==> src/rtl/cpu_multicycle_if.sv <==
// Unified memory port of the multicycle CPU: one req/ready channel shared by
// instruction fetch and data load/store.
interface cpu_multicycle_if #(
  parameter int N = 16
);
  logic         mem_req;
  logic         mem_we;
  logic [N-1:0] mem_addr;
  logic [N-1:0] mem_wdata;
  logic [N-1:0] mem_rdata;
  logic         mem_ready;

  modport master (
    output mem_req, mem_we, mem_addr, mem_wdata,
    input  mem_rdata, mem_ready
  );

  modport slave (
    input  mem_req, mem_we, mem_addr, mem_wdata,
    output mem_rdata, mem_ready
  );
endinterface

==> src/rtl/cpu_multicycle.sv <==
// Multicycle N-bit CPU with a 16-bit instruction word, 8-entry register file,
// one shared wait-state-tolerant memory port and a retired-instruction counter.
module cpu_multicycle #(
  parameter int             n        = 16,
  parameter logic [n-1:0]   RESET_PC = '0,
  parameter int             CNT_W    = 32
) (
  input  logic               clk,
  input  logic               reset,
  cpu_multicycle_if.master   mem,
  output logic [n-1:0]       pc,
  output logic               halted,
  output logic [CNT_W-1:0]   instret
);

  localparam int SH_W = $clog2(n);

  localparam logic [3:0] S_FETCH  = 4'd0;
  localparam logic [3:0] S_DECODE = 4'd1;
  localparam logic [3:0] S_EXEC_R = 4'd2;
  localparam logic [3:0] S_EXEC_I = 4'd3;
  localparam logic [3:0] S_ALUWB  = 4'd4;
  localparam logic [3:0] S_MEMADR = 4'd5;
  localparam logic [3:0] S_MEMRD  = 4'd6;
  localparam logic [3:0] S_MEMWB  = 4'd7;
  localparam logic [3:0] S_MEMWR  = 4'd8;
  localparam logic [3:0] S_BRANCH = 4'd9;
  localparam logic [3:0] S_JUMP   = 4'd10;
  localparam logic [3:0] S_HALT   = 4'd11;

  localparam logic [2:0] OP_R    = 3'b000;
  localparam logic [2:0] OP_ADDI = 3'b001;
  localparam logic [2:0] OP_LW   = 3'b010;
  localparam logic [2:0] OP_SW   = 3'b011;
  localparam logic [2:0] OP_BEQ  = 3'b100;
  localparam logic [2:0] OP_BNE  = 3'b101;
  localparam logic [2:0] OP_J    = 3'b110;

  logic [3:0]       state_q, state_d;
  logic [n-1:0]     pc_q, pc_d;
  logic [15:0]      ir_q, ir_d;
  logic [n-1:0]     a_q, a_d;
  logic [n-1:0]     b_q, b_d;
  logic [n-1:0]     alu_q, alu_d;
  logic [n-1:0]     mdr_q, mdr_d;
  logic             halted_q, halted_d;
  logic [CNT_W-1:0] instret_q, instret_d;

  logic [n-1:0]     rf_q [0:7];
  logic             rf_we;
  logic [2:0]       rf_wa;
  logic [n-1:0]     rf_wd;

  logic [2:0]       op, rs, rt, rd, funct;
  logic [n-1:0]     imm, rs_val, rt_val, alu_r;
  logic             retire, take;

  assign op     = ir_q[15:13];
  assign rs     = ir_q[12:10];
  assign rt     = ir_q[9:7];
  assign rd     = ir_q[6:4];
  assign funct  = ir_q[2:0];
  assign imm    = {{(n-7){ir_q[6]}}, ir_q[6:0]};
  assign rs_val = (rs == 3'd0) ? '0 : rf_q[rs];
  assign rt_val = (rt == 3'd0) ? '0 : rf_q[rt];

  // Shift amount uses log2(n) bits of rt, i.e. rt[3:0] for the 16-bit core.
  always_comb begin
    alu_r = '0;
    case (funct)
      3'b000:  alu_r = a_q + b_q;
      3'b001:  alu_r = a_q - b_q;
      3'b010:  alu_r = a_q & b_q;
      3'b011:  alu_r = a_q | b_q;
      3'b100:  alu_r = {{(n-1){1'b0}}, ($signed(a_q) < $signed(b_q))};
      3'b101:  alu_r = a_q ^ b_q;
      3'b110:  alu_r = a_q << b_q[SH_W-1:0];
      default: alu_r = a_q >> b_q[SH_W-1:0];
    endcase
  end

  assign take = (op == OP_BEQ) ? (a_q == b_q) : (a_q != b_q);

  always_comb begin
    state_d  = state_q;
    pc_d     = pc_q;
    ir_d     = ir_q;
    a_d      = a_q;
    b_d      = b_q;
    alu_d    = alu_q;
    mdr_d    = mdr_q;
    halted_d = halted_q;
    retire   = 1'b0;
    rf_we    = 1'b0;
    rf_wa    = rt;
    rf_wd    = alu_q;
    case (state_q)
      S_FETCH: begin
        if (mem.mem_ready) begin
          ir_d    = mem.mem_rdata[15:0];
          pc_d    = pc_q + n'(1);
          state_d = S_DECODE;
        end
      end
      S_DECODE: begin
        a_d = rs_val;
        b_d = rt_val;
        case (op)
          OP_R:         state_d = S_EXEC_R;
          OP_ADDI:      state_d = S_EXEC_I;
          OP_LW, OP_SW: state_d = S_MEMADR;
          OP_BEQ, OP_BNE: state_d = S_BRANCH;
          OP_J:         state_d = S_JUMP;
          default: begin
            state_d  = S_HALT;
            halted_d = 1'b1;
            retire   = 1'b1;
          end
        endcase
      end
      S_EXEC_R: begin
        alu_d   = alu_r;
        state_d = S_ALUWB;
      end
      S_EXEC_I: begin
        alu_d   = a_q + imm;
        state_d = S_ALUWB;
      end
      S_ALUWB: begin
        rf_we   = 1'b1;
        rf_wa   = (op == OP_R) ? rd : rt;
        retire  = 1'b1;
        state_d = S_FETCH;
      end
      S_MEMADR: begin
        alu_d   = a_q + imm;
        state_d = (op == OP_LW) ? S_MEMRD : S_MEMWR;
      end
      S_MEMRD: begin
        if (mem.mem_ready) begin
          mdr_d   = mem.mem_rdata;
          state_d = S_MEMWB;
        end
      end
      S_MEMWB: begin
        rf_we   = 1'b1;
        rf_wd   = mdr_q;
        retire  = 1'b1;
        state_d = S_FETCH;
      end
      S_MEMWR: begin
        if (mem.mem_ready) begin
          retire  = 1'b1;
          state_d = S_FETCH;
        end
      end
      S_BRANCH: begin
        // pc already points past the branch, so this is pc_plus1 + imm
        if (take) pc_d = pc_q + imm;
        retire  = 1'b1;
        state_d = S_FETCH;
      end
      S_JUMP: begin
        pc_d    = {pc_q[n-1:13], ir_q[12:0]};
        retire  = 1'b1;
        state_d = S_FETCH;
      end
      S_HALT:  state_d = S_HALT;
      default: state_d = S_FETCH;
    endcase
    instret_d = retire ? instret_q + CNT_W'(1) : instret_q;
  end

  always_ff @(posedge clk or negedge reset) begin
    if (!reset) begin
      state_q   <= S_FETCH;
      pc_q      <= RESET_PC;
      ir_q      <= '0;
      a_q       <= '0;
      b_q       <= '0;
      alu_q     <= '0;
      mdr_q     <= '0;
      halted_q  <= 1'b0;
      instret_q <= '0;
    end else begin
      state_q   <= state_d;
      pc_q      <= pc_d;
      ir_q      <= ir_d;
      a_q       <= a_d;
      b_q       <= b_d;
      alu_q     <= alu_d;
      mdr_q     <= mdr_d;
      halted_q  <= halted_d;
      instret_q <= instret_d;
    end
  end

  // Register file is deliberately left unreset; software initialises it.
  always_ff @(posedge clk) begin
    if (rf_we && (rf_wa != 3'd0)) rf_q[rf_wa] <= rf_wd;
  end

  // Bus outputs depend on state/registers only; gating with the reset pin
  // makes an in-flight request vanish the moment reset asserts.
  logic is_fetch, is_rd, is_wr;
  assign is_fetch = reset && (state_q == S_FETCH);
  assign is_rd    = reset && (state_q == S_MEMRD);
  assign is_wr    = reset && (state_q == S_MEMWR);

  assign mem.mem_req   = is_fetch | is_rd | is_wr;
  assign mem.mem_we    = is_wr;
  assign mem.mem_addr  = is_fetch ? pc_q : ((is_rd | is_wr) ? alu_q : '0);
  assign mem.mem_wdata = is_wr ? b_q : '0;

  assign pc      = pc_q;
  assign halted  = halted_q;
  assign instret = instret_q;

endmodule

==> src/flat_wrapper.sv <==
// flat-port wrapper written by rule: the top's interface ports become plain ports
module cpu_multicycle_flat 
#(
  parameter int             n        = 16,
  parameter logic [n-1:0]   RESET_PC = '0,
  parameter int             CNT_W    = 32
)
  (clk, reset, pc, halted, instret, mem_mem_req, mem_mem_we, mem_mem_addr, mem_mem_wdata, mem_mem_rdata, mem_mem_ready);
  cpu_multicycle_if #(.N(16)) mem_i ();
  input  logic clk;
  input  logic reset;
  output logic [n-1:0] pc;
  output logic halted;
  output logic [CNT_W-1:0] instret;
  output wire logic [$bits(mem_i.mem_req)-1:0] mem_mem_req;
  output wire logic [$bits(mem_i.mem_we)-1:0] mem_mem_we;
  output wire logic [$bits(mem_i.mem_addr)-1:0] mem_mem_addr;
  output wire logic [$bits(mem_i.mem_wdata)-1:0] mem_mem_wdata;
  input wire logic [$bits(mem_i.mem_rdata)-1:0] mem_mem_rdata;
  input wire logic [$bits(mem_i.mem_ready)-1:0] mem_mem_ready;
  assign mem_mem_req = mem_i.mem_req;
  assign mem_mem_we = mem_i.mem_we;
  assign mem_mem_addr = mem_i.mem_addr;
  assign mem_mem_wdata = mem_i.mem_wdata;
  assign mem_i.mem_rdata = mem_mem_rdata;
  assign mem_i.mem_ready = mem_mem_ready;
  cpu_multicycle #(.n(n), .RESET_PC(RESET_PC), .CNT_W(CNT_W)) u_core (.clk(clk), .reset(reset), .mem(mem_i), .pc(pc), .halted(halted), .instret(instret));
endmodule
==> config.mk <==
export PLATFORM = sky130hd
export DESIGN_NAME = cpu_multicycle_flat
export DESIGN_NICKNAME = d
export VERILOG_FILES = /design/src/rtl/cpu_multicycle_if.sv /design/src/rtl/cpu_multicycle.sv /design/src/flat_wrapper.sv
export SDC_FILE = /design/constraint.sdc
export NUM_CORES = 1
export LEC_CHECK = 0
export ABC_AREA = 1
export BUFFER_PORTS_ARGS = -buffer_cell sky130_fd_sc_hd__buf_2
export CAP_MARGIN = 20
export CORE_MARGIN = 2
export CORE_UTILIZATION = 35
export CTS_CLUSTER_DIAMETER = 200
export DETAILED_ROUTE_END_ITERATION = 6
export PLACE_DENSITY = 0.55
export SLEW_MARGIN = 20
export SYNTH_ARGS = -nofsm -noshare
export SYNTH_HDL_FRONTEND = slang
export SYNTH_SLANG_ARGS = --single-unit
==> constraint.sdc <==
create_clock -name clk -period 2.7 [get_ports clk]
set_input_delay 0.135 -clock clk [delete_from_list [all_inputs] [get_ports clk]]
set_output_delay 0.135 -clock clk [all_outputs]
set_load 0.005 [all_outputs]
==> out/qor.csv <==
stage,metric,value,unit
global_routing,first_global_vias,15900,
worst_setup_path,required,2.57,ns
global_routing,grt_first_pass_wirelength,96900,um
layout,final_layout_size_suffix_gt1_share,14.3,%
global_routing,grt_antenna_before_repair,0,
pwr,power.switching,13.4,mW
synth,syn-cell-area,17100,um^2
worst_setup_path,critPathMaxFanout,15,
sta,hold_viol,0,
hold_path,hold_path_class,in -> async,
worst_setup_path,r2r_cells,15,
synth,ys_ff_latch,245,
clocking,cts_buffer_depth,3,
worst_setup_path,r2r_start,u_core.a_q[0],
synth,synth.top_cell.area_share,19.6,%
layout,final_util,41.8,%
sta,min_period,2.61,ns
synth,yosysMostFrequentCell,nand2_1,
clocking,cts_tree,yes,
worst_setup_path,critPathArrivalTime,2.47,ns
pwr,p_leak,9.52,nW
pwr,p_seq_share,22.1,%
worst_setup_path,reg2reg_to,u_core.alu_q[12],
synth,synthFlopType,dfrtp_1,
floorplan,die-area,50700,um^2
clocking,clock_latency,0.61,ns
synth,synthTopCellsByCount,"nand2_1, inv_1, o21ai_0",
sta,finalClockSkew,0.0340,ns
floorplan,die_w,225,um
synth,synth_edf_count,112,
worst_setup_path,worstSetupStartpointType,flop,
floorplan,num_io_pins,102,
worst_setup_path,cp-end-kind,primary output,
global_routing,grt_max_degree,82,
pwr,swShare,52.0,%
drt,num_vias,17000,
drt,drcViolationCount,0,
synth,async_reset_ff_share,54.3,%
drt,final_antenna_net_count,0,
synth,syn_avg_cell_area,7.37,um^2
layout,synthToLayoutAreaGrowth,18.8,%
layout,ff_latch_area,6700,um^2
placement,globalplace.congestion,0.998,
pwr,pwr-share-comb,61.8,%
placement,dp_hpwl,49300,um
layout,multiInputGateArea,9020,um^2
pwr,peakVddDrop,0.559,mV
pwr,intPower,12.3,mW
status,outcome,"finished, final reports clean",
pwr,p_per_area,1260,nW/um^2
placement,placedInstanceArea,19000,um^2
drt,drtIter0Drc,1693,
synth,ys_types,54,
sta,grt_setup_unrepaired,true,
clocking,clock-sinks,245,
synth,ys_seq_area_share,39.1,%
synth,synthTopCellsByArea,"edfxtp_1, dfrtp_1, nand2_1",
clocking,clockRootBuffer,clkbuf_16,
global_routing,overflow,0,
layout,fillers,4982,
floorplan,core_area,48600,um^2
worst_setup_path,crit_type,reg -> out,
drt,via_per_inst,5.38,
sta,slew_headroom,44.2,%
layout,finalInstanceArea,20300,um^2
sta,final_max_slew_viol_count,0,
sta,whs,0.222,ns
placement,io_buffers,101,
sta,setup_viol,0,
sta,timing.final.crit_share,96.5,%
floorplan,start_util,35.2,%
floorplan,die_h,225,um
synth,synthCells,2323,
floorplan,rows,81,
sta,max_freq,384,MHz
synth,yosysWarningCount,0,
worst_setup_path,reg2reg_slack,0.18,ns
clocking,numCtsBuffers,29,
synth,yosys.area.top_type,edfxtp_1,
layout,num-nets-final,2626,
drt,dr.pass1.iters,5,
flow_run,maxCapViolCount,0,
clocking,clk_pin_slew,0.07,ns
synth,synth_nets,2435,
drt,drt_wl_total,65100,um
pwr,clockPowerShare,16.1,%
drt,routedWlPerCell,20.6,um
clocking,htreeDepth,1,
sta,worst_slew_pin_slew,0.837,ns
global_routing,track_usage,25.3,%
-- cells in the final DEF (no fill, tap or decap), types with 25 or more instances in the layout --
cell type,synthesis,layout
nand2_1,533,526
inv_1,266,264
o21ai_0,231,229
nor2_1,219,218
nand3_1,190,189
a21oi_1,175,174
dfrtp_1,133,129
buf_4,1,128
edfxtp_1,112,112
buf_2,26,101
ha_1,89,84
xor2_1,32,31
clkbuf_16,0,30
nand4_1,25,25
-- critical path, stage by stage, from the launching register on --
cell	delay (ns)
dfrtp_1	0.40
buf_4	0.15
nor2_1	0.18
nand2_1	0.15
inv_1	0.11
nand2_1	0.10
buf_4	0.21
nor2_1	0.37
buf_2	0.20
-- sequential cells by signal (all words and copies together), names as in the netlist --
signal / cells
u_core.b_q: 16
u_core.mdr_q: 16
u_core.alu_q: 16
u_core.ir_q: 16
u_core.instret: 32
u_core.pc: 16
u_core.rf_q: 112
u_core.halted: 1
u_core.state_q: 4
u_core.a_q: 16
-- through the flow --
step	worst slack [ns]	power (mW)	std cells	setup TNS (ns)
2_1_floorplan	0.0234	15.1	2323	0
3_3_place_gp	0.0402	21.0	3078	0
3_5_place_dp	0.0347	21.1	3078	0
4_1_cts	0.00953	25.3	3151	0
5_1_grt	-0.0238	27.5	3159	-0.0238
6_report	0.0947	25.7	3160	0
-- how the worst max path moves through the flow --
stage | cells past startpoint | start | endpoint
6_report | 8 | u_core.state_q[0] | mem_mem_wdata[2]
5_1_grt | 21 | u_core.state_q[1] | u_core.pc[10]
4_1_cts | 15 | u_core.a_q[0] | u_core.alu_q[0]
3_5_place_dp | 15 | u_core.a_q[0] | u_core.alu_q[0]
3_3_place_gp | 15 | u_core.a_q[0] | u_core.alu_q[0]
2_1_floorplan | 7 | u_core.state_q[1] | u_core.rf_q[4][0]
-- layout make-up --
class	instances	area share [%]
clock buffers	39	4.10
well taps	622	3.83
multi-input cells	1703	44.4
flip-flops and latches	245	32.9
diodes	1	0.0123
clock inverters	15	0.849
inverters	281	5.19
repair buffers	254	8.74
-- power groups by stage --
stage / Sequential (mW) / Clock, mW / Combinational (mW)
2_1_floorplan: 5.62 / 0 / 9.50
3_3_place_gp: 5.71 / 0 / 15.3
3_5_place_dp: 5.73 / 0 / 15.4
4_1_cts: 5.67 / 4.21 / 15.5
5_1_grt: 5.78 / 4.36 / 17.4
6_report: 5.68 / 4.14 / 15.9
-- metal layers --
metal  track usage [%]  part of all wire (%)  vias to the layer above
met5                 0                     0                        -
met4              9.38                   3.9                        0
met3              2.76                   6.5                      129
met2              40.3                    46                      647
met1              35.5                    44                     8081
li1                  -                     -                     8146
-- timing repair --
action | CTS | global route
endpoints found under the setup margin | 0 | 23
buffers inserted | 0 | 8
hold buffers | 19 | 0
resized for setup | 0 | 25
hold endpoints to repair | 87 | 0
-- kinds of logic after synthesis --
kind of cell	count (synthesis)	synth area share [%]
simple gates	1046	26.0
compound gates	511	16.4
buf+inv	375	8.73
flops	245	39.1
fa+ha+maj	93	6.97
xor+xnor	48	2.46
mux	5	0.314
Power figures use the tool's default switching activity.
